**src/rtl/fb_sched_pkg.sv**
```systemverilog
`default_nettype none
// ============================================================================
// Module   : fb_sched_pkg
// Purpose  : Shared types, constants and the slot address helper for the
//            triple-buffer frame scheduler.
// Contents : fb_state_t  - scheduler FSM states (2-bit encoding)
//            SLOT_W      - width of a slot index
//            DEF_*       - default slot-0 address and slot stride
//            slot_addr() - base + idx * stride
// Revision : 1.0 - initial release
// ============================================================================
package fb_sched_pkg;

  localparam int SLOT_W = 2;

  localparam logic [31:0] DEF_BASE_ADDR    = 32'h0100_0000;
  localparam logic [31:0] DEF_FRAME_STRIDE = 32'h0010_0000;

  typedef enum logic [1:0] {
    S_IDLE = 2'd0,
    S_FILL = 2'd1,
    S_RUN  = 2'd2
  } fb_state_t;

  // Computed at 64 bits so any address width up to 64 can truncate the result.
  function automatic logic [63:0] slot_addr(
    input logic [SLOT_W-1:0] idx,
    input logic [63:0]       base   = 64'(DEF_BASE_ADDR),
    input logic [63:0]       stride = 64'(DEF_FRAME_STRIDE)
  );
    return base + (64'(idx) * stride);
  endfunction

endpackage
`default_nettype wire

```
**src/rtl/frame_buffer_scheduler_sync_edge_detect.sv**
```systemverilog
`default_nettype none
// ============================================================================
// Module   : sync_edge_detect
// Purpose  : Brings an asynchronous level into the clk domain through
//            STAGES flops and emits a registered one-cycle pulse on each
//            rising edge. The pulse is high STAGES+1 cycles after the edge.
// Ports    : clk   in  1  destination clock
//            rst   in  1  asynchronous active-high reset
//            din   in  1  asynchronous level
//            pulse out 1  single-cycle rising-edge pulse
// Revision : 1.0 - initial release
// ============================================================================
module sync_edge_detect #(
  parameter int STAGES = 2
) (
  input  logic clk,
  input  logic rst,
  input  logic din,
  output logic pulse
);

  logic [STAGES-1:0] sync_q;
  logic              prev_q;
  logic              pulse_q;

  generate
    if (STAGES > 1) begin : g_multi_stage
      always_ff @(posedge clk or posedge rst) begin
        if (rst) sync_q <= '0;
        else     sync_q <= {sync_q[STAGES-2:0], din};
      end
    end else begin : g_single_stage
      always_ff @(posedge clk or posedge rst) begin
        if (rst) sync_q <= '0;
        else     sync_q <= din;
      end
    end
  endgenerate

  // prev_q trails the last sync stage by one cycle; the pulse is registered
  // so downstream logic sees a clean flop output.
  always_ff @(posedge clk or posedge rst) begin
    if (rst) begin
      prev_q  <= 1'b0;
      pulse_q <= 1'b0;
    end else begin
      prev_q  <= sync_q[STAGES-1];
      pulse_q <= sync_q[STAGES-1] & ~prev_q;
    end
  end

  assign pulse = pulse_q;

endmodule
`default_nettype wire

```
**src/rtl/frame_buffer_scheduler.sv**
```systemverilog
`default_nettype none
// ============================================================================
// Module   : frame_buffer_scheduler
// Purpose  : Triple-buffer controller for the DDR frame store. Rotates three
//            frame slots between writer, spare and reader so the writer
//            always owns a free slot and the reader a complete frame.
// Ports    : clk_100Mhz     in   system clock
//            rst            in   asynchronous active-high reset
//            enable         in   scheduler run enable
//            frame_done     in   writer frame-end level (asynchronous)
//            rd_vsync       in   reader frame-start level (asynchronous)
//            wr_base_addr   out  writer frame base address
//            rd_base_addr   out  reader frame base address
//            wr_idx/rd_idx  out  slots owned by writer / reader
//            rd_frame_valid out  reader holds a completed frame
//            swap_pulse     out  one cycle on a reader slot change
//            frame_cnt      out  completed writer frames
//            drop_cnt       out  frames overwritten before being read
//            state          out  FSM state (debug)
// Options  : FB_SCHED_STATS_EN - builds frame_cnt/drop_cnt; otherwise both
//            outputs are tied to zero.
// Revision : 1.0 - initial release
// ============================================================================
module frame_buffer_scheduler
  import fb_sched_pkg::*;
#(
  parameter int                    ADDR_WIDTH   = 32,
  parameter logic [ADDR_WIDTH-1:0] BASE_ADDR    = ADDR_WIDTH'(DEF_BASE_ADDR),
  parameter logic [ADDR_WIDTH-1:0] FRAME_STRIDE = ADDR_WIDTH'(DEF_FRAME_STRIDE),
  parameter int                    SYNC_STAGES  = 2
) (
  input  logic                  clk_100Mhz,
  input  logic                  rst,
  input  logic                  enable,
  input  logic                  frame_done,
  input  logic                  rd_vsync,
  output logic [ADDR_WIDTH-1:0] wr_base_addr,
  output logic [ADDR_WIDTH-1:0] rd_base_addr,
  output logic [SLOT_W-1:0]     wr_idx,
  output logic [SLOT_W-1:0]     rd_idx,
  output logic                  rd_frame_valid,
  output logic                  swap_pulse,
  output logic [15:0]           frame_cnt,
  output logic [15:0]           drop_cnt,
  output logic [1:0]            state
);

  logic wr_ev;
  logic rd_ev;

  sync_edge_detect #(.STAGES(SYNC_STAGES)) u_wr_sync (
    .clk   (clk_100Mhz),
    .rst   (rst),
    .din   (frame_done),
    .pulse (wr_ev)
  );

  sync_edge_detect #(.STAGES(SYNC_STAGES)) u_rd_sync (
    .clk   (clk_100Mhz),
    .rst   (rst),
    .din   (rd_vsync),
    .pulse (rd_ev)
  );

  fb_state_t         state_q, state_d;
  logic [SLOT_W-1:0] w_idx_q, w_idx_d;
  logic [SLOT_W-1:0] l_idx_q, l_idx_d;
  logic [SLOT_W-1:0] r_idx_q, r_idx_d;
  logic              new_q, new_d;
  logic              valid_q, valid_d;
  logic              swap_q, swap_d;
  logic              inc_frame;
  logic              inc_drop;

  always_ff @(posedge clk_100Mhz or posedge rst) begin
    if (rst) begin
      state_q <= S_IDLE;
      w_idx_q <= 2'd0;
      l_idx_q <= 2'd1;
      r_idx_q <= 2'd2;
      new_q   <= 1'b0;
      valid_q <= 1'b0;
      swap_q  <= 1'b0;
    end else begin
      state_q <= state_d;
      w_idx_q <= w_idx_d;
      l_idx_q <= l_idx_d;
      r_idx_q <= r_idx_d;
      new_q   <= new_d;
      valid_q <= valid_d;
      swap_q  <= swap_d;
    end
  end

  // Every transition is a permutation of {w,l,r}, so the three indices stay
  // distinct by construction.
  always_comb begin
    state_d   = state_q;
    w_idx_d   = w_idx_q;
    l_idx_d   = l_idx_q;
    r_idx_d   = r_idx_q;
    new_d     = new_q;
    valid_d   = valid_q;
    swap_d    = 1'b0;
    inc_frame = 1'b0;
    inc_drop  = 1'b0;

    case (state_q)
      S_IDLE: begin
        if (enable) state_d = valid_q ? S_RUN : S_FILL;
      end

      S_FILL: begin
        if (wr_ev) begin
          w_idx_d   = l_idx_q;
          l_idx_d   = w_idx_q;
          new_d     = 1'b1;
          inc_frame = 1'b1;
          state_d   = S_RUN;
        end
      end

      S_RUN: begin
        if (wr_ev && rd_ev) begin
          // Reader takes the frame that just completed; any unread spare
          // is discarded.
          r_idx_d   = w_idx_q;
          w_idx_d   = l_idx_q;
          l_idx_d   = r_idx_q;
          new_d     = 1'b0;
          valid_d   = 1'b1;
          swap_d    = 1'b1;
          inc_frame = 1'b1;
          inc_drop  = new_q;
        end else if (wr_ev) begin
          w_idx_d   = l_idx_q;
          l_idx_d   = w_idx_q;
          new_d     = 1'b1;
          inc_frame = 1'b1;
          inc_drop  = new_q;
        end else if (rd_ev && new_q) begin
          r_idx_d = l_idx_q;
          l_idx_d = r_idx_q;
          new_d   = 1'b0;
          valid_d = 1'b1;
          swap_d  = 1'b1;
        end
      end

      default: state_d = S_IDLE;
    endcase

    // Events seen in this cycle were already applied above.
    if (!enable) state_d = S_IDLE;
  end

`ifdef FB_SCHED_STATS_EN
  logic [15:0] frame_cnt_q;
  logic [15:0] drop_cnt_q;

  always_ff @(posedge clk_100Mhz or posedge rst) begin
    if (rst) begin
      frame_cnt_q <= 16'd0;
      drop_cnt_q  <= 16'd0;
    end else begin
      if (inc_frame) frame_cnt_q <= frame_cnt_q + 16'd1;
      if (inc_drop)  drop_cnt_q  <= drop_cnt_q + 16'd1;
    end
  end

  assign frame_cnt = frame_cnt_q;
  assign drop_cnt  = drop_cnt_q;
`else
  logic unused_stats;
  assign unused_stats = inc_frame ^ inc_drop;
  assign frame_cnt    = 16'd0;
  assign drop_cnt     = 16'd0;
`endif

  assign wr_base_addr   = ADDR_WIDTH'(slot_addr(w_idx_q, 64'(BASE_ADDR), 64'(FRAME_STRIDE)));
  assign rd_base_addr   = ADDR_WIDTH'(slot_addr(r_idx_q, 64'(BASE_ADDR), 64'(FRAME_STRIDE)));
  assign wr_idx         = w_idx_q;
  assign rd_idx         = r_idx_q;
  assign rd_frame_valid = valid_q;
  assign swap_pulse     = swap_q;
  assign state          = state_q;

endmodule
`default_nettype wire

```
**config.mk**
```make
export PLATFORM = sky130hd
export DESIGN_NAME = frame_buffer_scheduler
export DESIGN_NICKNAME = d
export VERILOG_FILES = /design/src/rtl/fb_sched_pkg.sv /design/src/rtl/frame_buffer_scheduler_sync_edge_detect.sv /design/src/rtl/frame_buffer_scheduler.sv
export SDC_FILE = /design/constraint.sdc
export NUM_CORES = 1
export LEC_CHECK = 0
export CORE_MARGIN = 2
export CORE_UTILIZATION = 28
export DETAILED_ROUTE_END_ITERATION = 6
export HOLD_SLACK_MARGIN = 0.06
export PLACE_DENSITY = 0.75
export SLEW_MARGIN = 20
export SYNTH_ARGS = -nofsm -noshare
export SYNTH_HDL_FRONTEND = slang
export SYNTH_SLANG_ARGS = --single-unit
```
**constraint.sdc**
```tcl
create_clock -name clk_100Mhz -period 1.3 [get_ports clk_100Mhz]
set_input_delay 0.26 -clock clk_100Mhz [delete_from_list [all_inputs] [get_ports clk_100Mhz]]
set_output_delay 0.26 -clock clk_100Mhz [all_outputs]
set_load 0.005 [all_outputs]
```
==> flow_summary.json, run 1 <==
{
  "status": "complete, but fails checks",
  "violations": "setup timing",
  "synthMuxAreaShare": 0.0276,
  "synth_area_leader_cell": "buf_4",
  "clock_path_buffers": 2,
  "final.setup.worst_slack_ns": -0.117,
  "dieArea_um2": 6120,
  "worstPathRequired_ns": 1.44,
  "die_w_um": 78.3,
  "finalSetupViolations": 5,
  "place_congestion": 0.753,
  "dp.cells": 256,
  "drive_gt1_frac": 0.211,
  "post-dp-hpwl_um": 1630,
  "via_per_inst": 3.23,
  "grt_pass1_wl_um": 3150,
  "max_freq_mhz": 706,
  "post-place-ws_ns": -0.216,
  "hold_viol": 0,
  "drtAntennaViolNets": 0,
  "synth_compound_area_frac": 0.0737,
  "antenna_found_initial": 0,
  "yosys.area_share.simple": 0.0697,
  "grt_pass1_vias": 723,
  "arrival_ns": 1.55,
  "htree_levels": 1,
  "worst_setup_path_end_kind": "flop",
  "syn_area_um2": 1540,
  "synth-adder-area-share": 0.0324,
  "syn_area_per_cell_um2": 9.25,
  "holdWs_ns": 0.309,
  "top_level_ports": 109,
  "vias": 876,
  "clk_latency_ns": 0.26,
  "drt-total-wl_um": 2180,
  "critical_path_class": "reg2reg",
  "drv_slew": 0,
  "grt_use_total": 0.0653,
  "power.density_nw_per_um2": 1620,
  "path_cells": "buf_6, inv_6, ha_4, and2b_2, a211oi_2, a31oi_1",
  "synth_top_family_by_area": "buffers and inverters",
  "cts_tree": "yes",
  "p_leak_nw": 0.905,
  "grt_overflow": 0,
  "first_pass_iters": 4,
  "hp-class": "in2async",
  "cap_viol_max_count": 0,
  "cts_buffers": 3,
  "die_y_um": 78.3,
  "drc_errors": 0,
  "fp.coreArea_um2": 5410,
  "reg2regPathDepth": 6,
  "drt_iter0_markers": 17,
  "cp_slowest_stage_delay_ns": 0.39,
  "ys_ff_latch": 19,
  "synthXorXnorAreaFrac": 0,
  "ff2ff_setup_slack_ns": -0.12,
  "fin_crit_sh": 1.09,
  "cts_hold_buf": 0,
  "rsz0062_at_grt": "true",
  "finClkSkew_ns": 0.00497,
  "period_minus_slack_ns": 1.42,
  "synth_cells": 167,
  "finalNetCount": 209,
  "slowest_stage": "dfrtp_1",
  "post_drt_wl_per_cell_um": 8.03,
  "cts.clk_slew.worst_paths_ns": 0.07,
  "fin_tns_setup_ns": -0.458,
  "syn_to_final_growth_pct": 10.0,
  "rows": 27,
  "cts_root_buf": "clkbuf_8",
  "io_buffers": 16,
  "numClockSinks": 19,
  "synth.area.top_cells": "buf_4, dfrtp_1, dfstp_2, ha_1, o21ai_0",
  "grt_max_degree": 20,
  "diodes": 0,
  "path_max_fanout": 3,
  "ys_warn_count": 0,
  "ys_seq_area_frac": 0.310,
  "startpoint_type": "flop",
  "yosysUniqueCellTypes": 28,
  "fin_cells": 271,
  "peakVddDrop_mv": 0.498,
  "start_util": 0.286,
  "synth_top_cell_area_share": 0.467
}
==> repair_timing <==
item | 4_1_cts | 5_1_grt
pin swaps | 4 | 11
setup buffers | 9 | 2
setup endpoints to repair | 19 | 13
gates resized for setup | 29 | 17
==> critical path, delay by kind of cell, from the launching register on <==
kind                     cells  cell delay, ns
adder cells (fa/ha/maj)      1            0.19
AO/OA/AOI/OAI                2            0.32
AND/OR/NAND/NOR              1            0.22
flip-flops                   1            0.39
buffers and inverters        2            0.18
==> state kept, by name, indices dropped and copies added, names as in the netlist, named ones only <==
signal,cells
new_q,1
state,2
u_rd_sync.pulse,1
u_rd_sync.sync_q,2
wr_idx,1
u_wr_sync.sync_q,2
swap_pulse,1
rd_idx,2
u_wr_sync.pulse,1
u_wr_sync.prev_q,1
l_idx_q,2
u_rd_sync.prev_q,1
rd_frame_valid,1
==> final cells by class <==
cell class	count	area [um2]
fillers	571	3710
multi-input cells	136	746
flip-flops and latches	19	478
repair buffers	35	315
well taps	72	90.1
clock buffers	3	41.3
inverters	5	23.8
clock inverters	1	5.00
==> final timing paths <==
kind,start,end
worst max-delay path,state[0],l_idx_q[1]
worst min-delay path,rst,state[1]
worst max register to register,state[0],l_idx_q[1]
worst min register to register,u_wr_sync.sync_q[0],u_wr_sync.sync_q[1]
max in group asynchronous,rst,rd_idx[1]
min in group clk_100Mhz,u_wr_sync.sync_q[0],u_wr_sync.sync_q[1]
==> per-layer routing <==
metal  vias to the layer above  wire [um]  part of all wire  global-route usage
li1                        408          -                 -                   -
met1                       403        769              0.35              0.0703
met2                        62       1160              0.53               0.122
met3                         3        238              0.11              0.0241
met4                         0          9            0.0041              0.0140
met5                         -          0                 0                   0
==> stage by stage <==
step	area [um2]	total power, W	util
final	1700	0.00274	0.314
after global routing	1700	0.00298	0.314
after CTS	1640	0.00262	0.304
after detailed placement	1490	0.00205	0.275
after global placement	1490	0.00200	0.275
after floorplan	1900	0.00175	-
==> power breakdown <==
part / total (W) / leakage (nW) / switching, W / internal [W]
clock network: 0.000410 / 0.0255 / 0.000197 / 0.000213
registers: 0.000886 / 0.223 / 0.000117 / 0.000769
logic: 0.00145 / 0.656 / 0.000619 / 0.000831
total: 0.00274 / 0.905 / 0.000932 / 0.00181
==> cells in the final DEF, fill, tap and decap left out, types with 3 or more instances in the layout <==
cell	count
buf_4	12
buf_6	7
clkbuf_8	3
clkdlybuf4s15_1	4
clkdlybuf4s50_1	4
conb_1	92
dfrtp_1	17
dlygate4sd2_1	7
ha_4	3
inv_1	3
nand2_1	4
nor2b_1	3
o21ai_0	3
o21ai_1	4
==> cell families after synthesis <==
group,count (synthesis)
AOI/OAI and AO/OA,18
adders and majority gates,4
buffers and inverters,102
DFF,19
muxes,4
other,2
and+or+nand+nor,18
==> cells in the mapped netlist <==
library cell,instances
a21bo_1,1
nand4_1,1
mux2_1,2
o211ai_1,1
and2_0,1
and3_1,1
a21oi_1,2
a31o_2,1
nand3b_1,2
a31oi_1,2
mux2i_1,2
a21o_1,1
buf_2,1
a21boi_0,1
nor2_1,1
o21ai_0,7
buf_4,96
a211oi_1,2
and2b_2,1
conb_1,2
ha_1,4
nand2_1,4
dfrtp_1,17
dfstp_2,2
inv_1,5
nor2b_1,4
nand2b_1,2
nand4b_1,1
Power figures use the tool's default switching activity.
==> run 2: changes to the inputs <==
Settings changed: CTS_CLUSTER_SIZE from default to 30.
==> results of run 2 <==
Same layout as run 1: the final DEF is identical, and so are final timing and power.
==> run 3: changes to the inputs <==
Settings changed: CTS_CLUSTER_SIZE 30 to default.
==> results of run 3 <==
Same layout as run 1: the final DEF is identical, and so are final timing and power.
==> edit 1: new RTL, settings of run 3 <==
Register the output `wr_idx` once more, cleared by the reset; this adds one clock of latency there. The other outputs are not delayed to match.
--- a/src/rtl/frame_buffer_scheduler.sv
+++ b/src/rtl/frame_buffer_scheduler.sv
@@ -181,3 +181,9 @@
   assign rd_base_addr   = ADDR_WIDTH'(slot_addr(r_idx_q, 64'(BASE_ADDR), 64'(FRAME_STRIDE)));
-  assign wr_idx         = w_idx_q;
+  always_ff @(posedge clk_100Mhz or posedge rst) begin
+    if (rst) begin
+      wr_idx <= '0;
+    end else begin
+      wr_idx <= w_idx_q;
+    end
+  end
   assign rd_idx         = r_idx_q;
Behaviour: not the same (Yosys sat finds a counterexample within 10 cycles, from zero or initial values and one cycle with rst high).
==> edit 1 against run 3 <==
  * The run still ends with setup timing left
  * Worst setup slack worse by 0.10 ns
  * Routed wire length is 9.1% higher
  * Sequential cell count is 2 higher
  * Design area is 2.6% higher
  * Worst hold slack better by 0.0090 ns
  * Clock skew is 0.0022 ns higher
  * Synthesized area is 2.4% higher
  * Power is 9.9% higher
  * Largest cell class unchanged
  * Largest power group unchanged
==> edit 1: results (changes against run 3) <==
Outcome
  – Status: complete, but fails checks (unchanged)
  – Failing checks: setup timing (unchanged)

Yosys
  – Synth cell count leaders: 94 x buf_4, 19 x dfrtp_1, 5 x inv_1, 5 x nand2_1, 5 x nor2b_1 (was 96 x buf_4, 17 x dfrtp_1, 7 x o21ai_0, 5 x inv_1)
  – Area contributors post-synth: buf_4 45%, dfrtp_1 30%, dfstp_2 3.3%, ha_1 3.2%, nor2b_1 2.0% (was buf_4 47%, dfrtp_1 28%, dfstp_2 3.4%, ha_1 3.2%, o21ai_0 2.3%)
  – Yosys cell types: 26 (was 28)
  – Mean Syn Cell Area: 9.58 µm² (was 9.25 µm²)
  – Main flop type after synthesis: dfrtp_1 (unchanged)
  – Seq/Total Area, Yosys: 33.4% (was 31.0%)

STA
  – Setup violators final: 10 (was 5)
  – Final worst slack: -0.219 ns (was -0.117 ns)
  – Setup TNS: -1.28 ns (was -0.458 ns)
  – Worst Skew: 0.00718 ns (was 0.00497 ns)

Route
  – Wire length per cell: 8.73 µm (was 8.03 µm)
  – Via/cell ratio: 3.32 (was 3.23)
  – Iter 0 DRT Violations: 60 (was 17)

Final layout
  – Final Non-Filler Cells: 272 (was 271)
  – Fin nets: 210 (was 209)
  – Antenna cells: 0 (unchanged)
  – Share of layout cells above drive strength 1: 22.5% (was 21.1%)

Setup path
  – Max incr delay on CP: 0.43 ns (was 0.39 ns)
  – Crit path max-delay cell type: dfrtp_1 (unchanged)

Placement
  – DP HPWL: 1610 µm (was 1630 µm)
  – Post-Place Cells: 259 (was 256)
  – Place WS: -0.261 ns (was -0.216 ns)
  – Gpl congestion: 0.775 (was 0.753)

Pwr
  – Sw Pwr: 1.03 mW (was 0.932 mW)
  – Peak VDD IR: 640 µV (was 498 µV)
  – Cell leakage power: 0.932 nW (was 0.905 nW)

CTS
  – CTS root buffer: clkbuf_8 (unchanged)
  – Cts bufs inserted: 3 (unchanged)

GRT
  – Largest net degree at the start of global routing: 22 (was 20)
  – Vias in the first global route: 708 (was 723)
  – Gr usage total: 6.68% (was 6.53%)
  – Initial antenna violation count: 0 (unchanged)
  – First-pass GRT wire length: 3210 µm (was 3150 µm)
==> edit 1: final timing paths <==
kind                                startpoint                   to  slack, ns  cells after the start
max reg2reg                           state[0]                new_q      -0.22                      5
min                                        rst      u_wr_sync.pulse       0.32                      3
max                                   state[0]                new_q      -0.22                      5
min reg2reg                u_rd_sync.sync_q[0]  u_rd_sync.sync_q[1]       0.35                      0
max in group asynchronous                  rst            rd_idx[1]       0.71                      3
min in group clk_100Mhz    u_rd_sync.sync_q[0]  u_rd_sync.sync_q[1]       0.35                      0
==> edit 1: layout make-up <==
cell class                      instances  area [µm²]
Multi-Input combinational cell        133         753
Timing Repair Buffer                   37         307
Inverter                                5        18.8
Fill cell                             575        3730
Clock buffer                            3        41.3
Sequential cell                        21         528
Clock inverter                          1        5.00
Tap cell                               72        90.1
==> edit 1: cells by family (layout without fill, tap and decap cells) <==
family          after synthesis  in the layout  share of synthesized area, %
compound gates               16             16                          6.65
fa+ha+maj                     4              4                          3.16
buf+inv                     101             46                          46.8
flops                        21             21                          33.4
mux                           5              5                          3.64
other cells                   2             92                         0.475
simple gates                 16             16                          5.93
==> edit 1: tightest hold or removal path, stage by stage <==
cell and delay [ns]:
clkdlybuf4s50_1 0.39, inv_1 0.05, buf_4 0.26
==> edit 1: power by group through the flow <==
stage | Combinational [mW] | Clock, mW | Sequential [mW]
6_report | 1.62 | 0.423 | 0.979
5_1_grt | 1.78 | 0.470 | 1.00
4_1_cts | 1.27 | 0.436 | 0.963
3_5_place_dp | 1.16 | 0 | 1.03
3_3_place_gp | 1.12 | 0 | 1.02
2_1_floorplan | 0.784 | 0 | 1.01
==> edit 1: through the flow <==
stage	utilization, %	area, µm²
final	31.8	1740
after global routing	31.8	1740
after CTS	29.8	1630
after detailed placement	28.1	1540
after global placement	28.1	1540
after floorplan	-	1920
==> edit 1: timing repair <==
action                                  in CTS  in global routing
gates resized for setup                     20                 19
setup buffers                                7                  2
pin swaps                                    5                  8
endpoints found under the setup margin      20                 14
==> edit 1: per-layer routing <==
layer / GRT usage, % / vias to the layer above / wire, µm
met2: 11.3 / 63 / 1290
li1: - / 409 / -
met3: 2.95 / 5 / 258
met1: 7.15 / 427 / 786
met5: 0 / - / 0
met4: 3.10 / 0 / 40
==> edit 2: new RTL, settings of run 3 <==
Made on the original files. The parameter `SYNC_STAGES` goes from 2 to 1.
--- a/src/rtl/frame_buffer_scheduler.sv
+++ b/src/rtl/frame_buffer_scheduler.sv
@@ -29,3 +29,3 @@
   parameter logic [ADDR_WIDTH-1:0] FRAME_STRIDE = ADDR_WIDTH'(DEF_FRAME_STRIDE),
-  parameter int                    SYNC_STAGES  = 2
+  parameter int                    SYNC_STAGES  = 1
 ) (
Check against the original RTL: not equivalent (a bounded check fails within 4 cycles, from zero or initial values and one cycle with rst high).
==> edit 2 against run 3 <==
  * The flow still finishes with violations (setup timing)
  * Sequential cell count decreased by 2
  * Power decreased by 7.7%
  * Global-route usage shrank 0.45 points
  * Via count is 6.6% lower
  * Routed wire length fell by 3.6%
  * Count of clock-buffer cells in the layout unchanged
  * Worst setup slack better by 0.049 ns
  * Design area decreased by 9.9%
  * Synthesized area decreased by 3.6%
  * Worst hold slack worse by 0.010 ns
  * Combinational power down 12%
  * Clock skew shrank 0.0016 ns
  * Critical path type unchanged
  * Largest cell class unchanged
  * Highest routed layer unchanged
==> edit 2: results (changes against run 3) <==
STA
  – Final worst slack: -0.0676 ns (was -0.117 ns)
  – Setup violators final: 4 (was 5)
  – Worst Skew: 0.00337 ns (was 0.00497 ns)

CTS
  – Clock Path Buffers: 2 (unchanged)
  – Clk slew on worst S/H paths: 0.07 ns (about the same)
  – H-tree depth: 1 (unchanged)
  – Cts bufs inserted: 3 (unchanged)
  – CTS root buffer: clkbuf_8 (unchanged)
  – Worst-skew pair later-pin latency: 0.26 ns (about the same)

Yosys
  – Synth warnings: 0 (unchanged)
  – Mean Syn Cell Area: 9.08 µm² (was 9.25 µm²)
  – Area contributors post-synth: buf_4 48%, dfrtp_1 25%, dfstp_2 3.5%, ha_1 2.5%, nor2b_1 2.1% (was buf_4 47%, dfrtp_1 28%, dfstp_2 3.4%, ha_1 3.2%, o21ai_0 2.3%)
  – Yosys cell types: 27 (was 28)
  – Main flop type after synthesis: dfrtp_1 (unchanged)
  – Synth cell count leaders: 96 x buf_4, 15 x dfrtp_1, 6 x inv_1, 6 x o21ai_0, 5 x nor2b_1 (was 96 x buf_4, 17 x dfrtp_1, 7 x o21ai_0, 5 x inv_1)
  – Synth async-reset ratio: 100% (unchanged)
  – Seq/Total Area, Yosys: 28.7% (was 31.0%)

Placement
  – Gpl congestion: 0.805 (was 0.753)
  – DP HPWL: 1520 µm (was 1630 µm)
  – PortBufs: 16 (unchanged)
  – Post-Place Cells: 247 (was 256)
  – Place WS: -0.0771 ns (was -0.216 ns)

Setup path
  – Crit path max-delay cell type: dfrtp_1 (unchanged)
  – Worst r2r dst: wr_idx[1] (was l_idx_q[1])
  – Max incr delay on CP: 0.42 ns (was 0.39 ns)
  – R2R setup slack: -0.07 ns (was -0.12 ns)
  – Setup crit start kind: register (unchanged)
  – Crit-path max FO: 5 (was 3)
  – Worst Path Arrival: 1.51 ns (was 1.55 ns)
  – Cell family with most CP delay: flip-flops (unchanged)
  – R2R cell count: 4 (was 6)
  – RR Startpoint: state[1] (was state[0])

GRT
  – Largest net degree at the start of global routing: 18 (was 20)
  – Initial antenna violation count: 0 (unchanged)
  – First-pass GRT wire length: 2840 µm (was 3150 µm)
  – Vias in the first global route: 630 (was 723)
  – Gr usage total: 6.08% (was 6.53%)

Route
  – Iter 0 DRT Violations: 33 (was 17)
  – Total number of vias: 818 (was 876)
  – Wire length per cell: 8.10 µm (was 8.03 µm)
  – Total routed wirelength: 2100 µm (was 2180 µm)
  – DRT Pass-1 Iters: 4 (unchanged)

Final layout
  – Fin nets: 198 (was 209)
  – FILL cells: 569 (was 571)
  – Share of layout cells above drive strength 1: 19.6% (was 21.1%)
  – Antenna cells: 0 (unchanged)

Outcome
  – Status: complete, but fails checks (unchanged)
  – Failing checks: setup timing (unchanged)

Hold path
  – Hold WC Path Type: primary input to asynchronous set/reset pin (unchanged)

Pwr
  – Cell leakage power: 0.834 nW (was 0.905 nW)
  – Peak VDD IR: 832 µV (was 498 µV)
  – Sw Pwr: 0.895 mW (was 0.932 mW)
## edit 2: metrics by stage
step / hold slack, ns / area, µm² / setup TNS (ns) / util, % / power, mW
2_1_floorplan: 0.185 / 1850 / -0.131 / - / 1.73
3_3_place_gp: 0.355 / 1390 / -0.139 / 27.2 / 1.91
3_5_place_dp: 0.361 / 1390 / -0.153 / 27.2 / 1.93
4_1_cts: 0.307 / 1510 / -0.181 / 29.6 / 2.48
5_1_grt: 0.350 / 1530 / -0.434 / 30.0 / 2.71
6_report: 0.299 / 1530 / -0.206 / 30.0 / 2.53
## edit 2: worst max-delay path by stage
stage	start	endpoint	slack (ns)	cells after the start
floorplan	state[0]	register	-0.04	5
global placement	state[0]	l_idx_q[1]	-0.07	5
detailed placement	state[0]	l_idx_q[1]	-0.08	5
CTS	state[1]	wr_idx[1]	-0.05	4
global route	state[0]	l_idx_q[0]	-0.10	5
finish	state[1]	wr_idx[1]	-0.07	4
## edit 2: repair_timing
action / in CTS / in global routing
buffers inserted: 7 / 1
cloned: 0 / 0
endpoints found under the setup margin: 17 / 13
pin swaps: 2 / 2
endpoints found under the hold margin: 0 / 0
resized for setup: 21 / 11
## edit 2: cell type report
class / count / share of cell area, %
Clock buffer: 3 / 2.70
Clock inverter: 1 / 0.490
Inverter: 6 / 1.47
Multi-Input combinational cell: 133 / 46.4
Sequential cell: 17 / 27.9
Tap cell: 70 / 5.72
Timing Repair Buffer: 29 / 15.3
## edit 2: kinds of logic after synthesis
logic type | synth area share (%)
buf+inv | 51.4
compound gates | 7.90
flops | 28.7
simple gates | 6.05
mux | 2.86
fa+ha+maj | 2.52
other cells | 0.504
## edit 2: power by group through the flow
stage | sequential, mW | clock (mW) | combinational, mW
2_1_floorplan | 0.850 | 0 | 0.881
3_3_place_gp | 0.874 | 0 | 1.03
3_5_place_dp | 0.880 | 0 | 1.05
4_1_cts | 0.843 | 0.416 | 1.22
5_1_grt | 0.870 | 0.444 | 1.40
6_report | 0.843 | 0.409 | 1.28
## edit 2: metal layers
metal | track usage, % | part of all wire (%)
met1 | 6.88 | 36
met2 | 10.4 | 53
met3 | 2.59 | 10
met4 | 1.64 | 0.67
met5 | 0 | 0
## edit 2: worst reg2reg max path, cell delays in order (launching register included)
cell	delay [ns]
dfrtp_1	0.42
inv_2	0.09
ha_4	0.28
and2_4	0.17
mux2_4	0.30
